===== src/rtl/lfsr_pattern_packer.sv =====
// Packs the LFSR serial bit stream MSB-first into WIDTH-bit test vectors and
// hands them to the CUT harness over valid/ready, NUM_PATTERNS vectors per run.
module lfsr_pattern_packer #(
   parameter int unsigned WIDTH        = 8,
   parameter int unsigned NUM_PATTERNS = 16,
   parameter int unsigned PCNT_W       = 8
) (
   input  logic              clk,
   input  logic              reset,
   input  logic              start,
   input  logic              rnd,
   input  logic              pat_ready,
   output logic              pat_valid,
   output logic [WIDTH-1:0]  pattern,
   output logic [PCNT_W-1:0] pat_count,
   output logic              busy,
   output logic              done
);
   localparam int unsigned BCNT_W = $clog2(WIDTH);

   typedef enum logic [1:0] {S_IDLE, S_SHIFT, S_HOLD, S_DONE} state_t;

   state_t            r_state, w_state_nxt;
   logic [WIDTH-2:0]  r_sr, w_sr_nxt;
   logic [BCNT_W-1:0] r_bcnt, w_bcnt_nxt;
   logic [WIDTH-1:0]  r_pattern, w_pattern_nxt;
   logic [PCNT_W-1:0] r_pcnt, w_pcnt_nxt;
   logic              r_valid, w_valid_nxt;
   logic              r_busy, r_done;
   logic [WIDTH-1:0]  w_shifted;
   logic [PCNT_W-1:0] w_pcnt_inc;

   // Only WIDTH-1 history bits are kept; the incoming bit completes the vector.
   assign w_shifted  = {r_sr, rnd};
   assign w_pcnt_inc = r_pcnt + PCNT_W'(1);

   always_ff @(posedge clk or negedge reset) begin
      if (!reset) begin
         r_state   <= S_IDLE;
         r_sr      <= '0;
         r_bcnt    <= '0;
         r_pattern <= '0;
         r_pcnt    <= '0;
         r_valid   <= 1'b0;
         r_busy    <= 1'b0;
         r_done    <= 1'b0;
      end else begin
         r_state   <= w_state_nxt;
         r_sr      <= w_sr_nxt;
         r_bcnt    <= w_bcnt_nxt;
         r_pattern <= w_pattern_nxt;
         r_pcnt    <= w_pcnt_nxt;
         r_valid   <= w_valid_nxt;
         r_busy    <= (w_state_nxt == S_SHIFT) || (w_state_nxt == S_HOLD);
         r_done    <= (w_state_nxt == S_DONE);
      end
   end

   always_comb begin
      w_state_nxt   = r_state;
      w_sr_nxt      = r_sr;
      w_bcnt_nxt    = r_bcnt;
      w_pattern_nxt = r_pattern;
      w_pcnt_nxt    = r_pcnt;
      w_valid_nxt   = r_valid;
      case (r_state)
         S_IDLE, S_DONE: begin
            if (start) begin
               w_state_nxt = S_SHIFT;
               w_sr_nxt    = '0;
               w_bcnt_nxt  = '0;
               w_pcnt_nxt  = '0;
            end
         end
         S_SHIFT: begin
            w_sr_nxt = w_shifted[WIDTH-2:0];
            if (r_bcnt == BCNT_W'(WIDTH - 1)) begin
               w_pattern_nxt = w_shifted;
               w_valid_nxt   = 1'b1;
               w_bcnt_nxt    = '0;
               w_state_nxt   = S_HOLD;
            end else begin
               w_bcnt_nxt = r_bcnt + BCNT_W'(1);
            end
         end
         S_HOLD: begin
            // rnd is deliberately dropped here; the next vector starts after the handshake.
            if (pat_ready) begin
               w_valid_nxt = 1'b0;
               w_pcnt_nxt  = w_pcnt_inc;
               w_state_nxt = (w_pcnt_inc == PCNT_W'(NUM_PATTERNS)) ? S_DONE : S_SHIFT;
            end
         end
         default: w_state_nxt = S_IDLE;
      endcase
   end

   assign pat_valid = r_valid;
   assign pattern   = r_pattern;
   assign pat_count = r_pcnt;
   assign busy      = r_busy;
   assign done      = r_done;

endmodule


===== config.mk =====
export PLATFORM = sky130hd
export DESIGN_NAME = lfsr_pattern_packer
export DESIGN_NICKNAME = d
export VERILOG_FILES = /design/src/rtl/lfsr_pattern_packer.sv
export SDC_FILE = /design/constraint.sdc
export NUM_CORES = 1
export LEC_CHECK = 0
export BUFFER_PORTS_ARGS = -buffer_cell sky130_fd_sc_hd__buf_2
export CORE_AREA = 2 2 42 83
export CTS_BUF_LIST = sky130_fd_sc_hd__clkbuf_8 sky130_fd_sc_hd__clkbuf_16
export DETAILED_ROUTE_END_ITERATION = 16
export DIE_AREA = 0 0 44 85
export GPL_TIMING_DRIVEN = 0
export PLACE_DENSITY = 0.77
export SYNTH_ARGS = -nofsm -noshare
export SYNTH_HDL_FRONTEND = slang
export SYNTH_SLANG_ARGS = --single-unit
export TNS_END_PERCENT = 1

===== constraint.sdc =====
create_clock -name clk -period 1.6 [get_ports clk]
set_input_delay 0.32 -clock clk [delete_from_list [all_inputs] [get_ports clk]]
set_output_delay 0.32 -clock clk [all_outputs]
set_load 0.01 [all_outputs]

==> impl_results.md <==
- CP Max Fanout: 4
- CP endpoint kind: register
- Syn Std Cell Area: around 1500 um^2
- Final nets: about 180
- Reg2Reg Depth: 6
- Flop pwr share: between 30% and 40%
- Via density: between 5 and 6
- Failing checks: setup timing
- Reg clk slew, reported paths: 0.07 ns
- TritonCTS clock tree: built
- Gate power share: around 30%
- Final Critical Period: 1.615 ns
- CP Launch Type: register
- Pre-antenna DRT Iters: 4
- Clk Latency, worst-skew pair: ~0.29 ns
- First-pass GRT wire length: ~5400 um
- Die height: around 85 um
- Largest net degree at the start of global routing: 32
- Number of global-route vias before repair: approximately 1200
- Final Hold Viols: 0
- Antenna Nets Post-Route: 0
- Avg Synthesized Cell Area: between 10 and 15 um^2
- Worst R2R End: busy
- Num ports: 24
- H-tree Lvls: 2
- Clock buffer depth: 2
- Post-synth top area cell: dfrtp_1
- Yosys reg bits: 31
- Clk sinks: 31
- Core Region: approximately 3100 um^2
- Share of layout cells above drive strength 1: between 40 and 50%
- Leak: 0.9344 nW
- DRC: 0
- Post-Synthesis Cells: ~130
- Critical-path top delay cell: dfrtp_2
- Dpl hpwl: about 2200 um
- Finished Core Util: 60.51%
- Via count: 1165
- IR drop worst, VDD: 0.9607 mV
- N_diodes: 0
- Share of the synthesized area in the top cell type: between 50% and 60%
- Reg2Reg Launch Point: pat_count[0]
- Die area: between 3000 and 4000 um^2
- Worst path cell trace: ha_4, a21boi_1, a21oi_1, o22ai_1, a31o_1, ha_1
- Count of final setup violators: 1
- CTS buffer count: 5
- Sw Share: 30.64%
- DR WL/cell: 16.01 um
- Placed insts: between 150 and 200
- Setup WS pre-CTS: -0.1920 ns
- Critical Path AT: around 1.8 ns
- All-layer global routing usage: approximately 20%
- Max Clock Skew: approximately 0.0075 ns
- Relative slew slack: 54.60%
- I/O Buffers: 23
- CP Class: register to register
- GR Overflow Total: 0
- Final Cycle Share: 100.9%
- Synthesis Warnings: 0
- Iteration-0 DRC Markers: 17
- CP max stage delay: 0.45 ns
- FMAX: roughly 620 MHz
- Initial core utilization: around 47%
- Seq/Total Area, Yosys: between 50% and 60%
- Power Internal: between 1.5 and 2 mW
- Die W: ~44 um
- Critical Path RT: roughly 1.8 ns
- Worst-Margin Slew: between 0.6 and 0.7 ns
- Area grow syn2layout: 28.32%
- Worst hold path type: input port to async pin
- Clk root buf: clkbuf_8
- Antenna violations before repair: 0
- Final number of max-transition violations: 0
- Outcome: complete, but fails checks
- Cell Rows: 29
- Power per cell area: ~1400 nW/um^2
- Syn nets: 141
- Reg-to-reg setup timing slack: -0.02 ns
- RSZ-0062 raised after global routing: true
- Ranking of synthesized cells by area: dfrtp_1 53%, a22o_1 6.5%, mux2_2 6.1%
- Netlist cell types: 37
- Clock power frac: a little under a third
- Non-Filler Instances: about 200
- Post-route setup slack: -0.01505 ns
- Sw power: 0.7939 mW
- GP Congestion: 0.8729
- Final Power: about 2.6 mW
- Max-cap viol count: 0
- WL final: between 3000 and 4000 um
[what timing repair did]
action                                  4_1_cts  5_1_grt
endpoints found under the setup margin       28       15
gates resized for setup                      11        7
setup buffers                                11        1
pin swaps                                     9        1
hold buffers                                  0        0
[metal layers]
metal	track usage, %	wire (um)	vias up	part of all wire [%]
li1	-	-	555	-
met1	19.44	1151	573	36
met2	35.43	1865	32	58
met3	4.681	124	5	3.9
met4	12.95	76	0	2.4
met5	0	0	-	0
[power by group through the flow]
stage	clock, mW	sequential (mW)	combinational (mW)
floorplan	0	1.04	0.444
global placement	0	1.04	0.611
detailed placement	0	1.04	0.641
CTS	0.818	1.03	0.734
global route	0.842	1.05	0.857
finish	0.795	1.03	0.766
[state kept, by name, indices dropped and copies added (netlist names)]
name       flops
busy           1
done           1
pat_count      8
pat_valid      1
pattern        8
r_bcnt         3
r_sr           7
r_state        2
[cell usage in the layout (no fill, tap or decap), types with 2 or more instances in the layout]
master,n
xor2_1,2
a21oi_1,6
o21ai_1,6
ha_2,3
inv_1,3
dfrtp_2,3
buf_2,23
o21ai_0,7
nor3_1,2
nand2_1,9
clkbuf_8,6
nand3_1,4
inv_2,3
mux2_2,8
ha_1,2
a22o_1,11
and3_4,2
dfrtp_1,28
ha_4,2
buf_4,13
[kinds of logic (layout without fill, tap and decap cells)]
logic type               after synthesis  in the layout  share of synthesized area [%]
multiplexers                           9              9                          6.803
AND/OR/NAND/NOR                       31             31                          12.50
flip-flops                            31             31                          52.72
XOR/XNOR                               2              2                          1.191
buffers and inverters                  9             50                          2.551
adder cells (fa/ha/maj)                7              7                          5.952
AO/OA/AOI/OAI                         40             40                          18.28
[worst max-delay path: cells and delay by family (launching register included)]
kind | cells | cell delay (ns)
compound gates | 4 | 0.60
fa+ha+maj | 2 | 0.45
flops | 1 | 0.45
[synthesized netlist by cell type, drive strengths merged]
library cell / instances
o211ai: 1
a31o: 1
a21boi: 1
nor3: 2
o31ai: 2
dfrtp: 31
o22ai: 1
and4: 1
and2b: 1
nand2b: 2
and2: 1
or3: 1
a311o: 1
inv: 6
mux2: 8
nand2: 10
mux2i: 1
a21oi: 6
and3b: 1
and3: 3
ha: 7
o21ai: 14
xor2: 2
nor2: 2
nor4b: 1
a31oi: 1
buf: 3
a211oi: 1
a22o: 11
nand3: 5
or2b: 1
[area by class of cell]
type                       count  area (um^2)
timing repair buffer          35        205.2
inverter                       6        22.52
multi-input combinational     89        716.9
clock buffer                   6        82.58
fill                         257         1232
sequential                    31        779.5
tap                           31        38.79
clock inverter                 2        35.03
buffer                         1        7.507
[worst max path at each step]
stage / cells past startpoint / slack, ns / from / end
global placement: 6 / -0.12 / r_bcnt[0] / busy
finish: 6 / -0.02 / pat_count[0] / busy
CTS: 6 / -0.009 / pat_count[0] / busy
global route: 7 / -0.08 / r_state[0] / busy
detailed placement: 6 / -0.19 / r_bcnt[0] / busy
floorplan: 6 / 0.003 / pat_count[0] / busy
[metrics by stage]
stage / hold WS (ns) / TNS [ns] / area (um^2)
global route: 0.1285 / -0.2746 / 1888
finish: 0.06732 / -0.01505 / 1888
floorplan: 0.02441 / 0 / 1516
CTS: 0.08281 / -0.008771 / 1878
global placement: 0.3877 / -0.4652 / 1670
detailed placement: 0.3899 / -1.355 / 1670
Power figures use the tool's default switching activity.
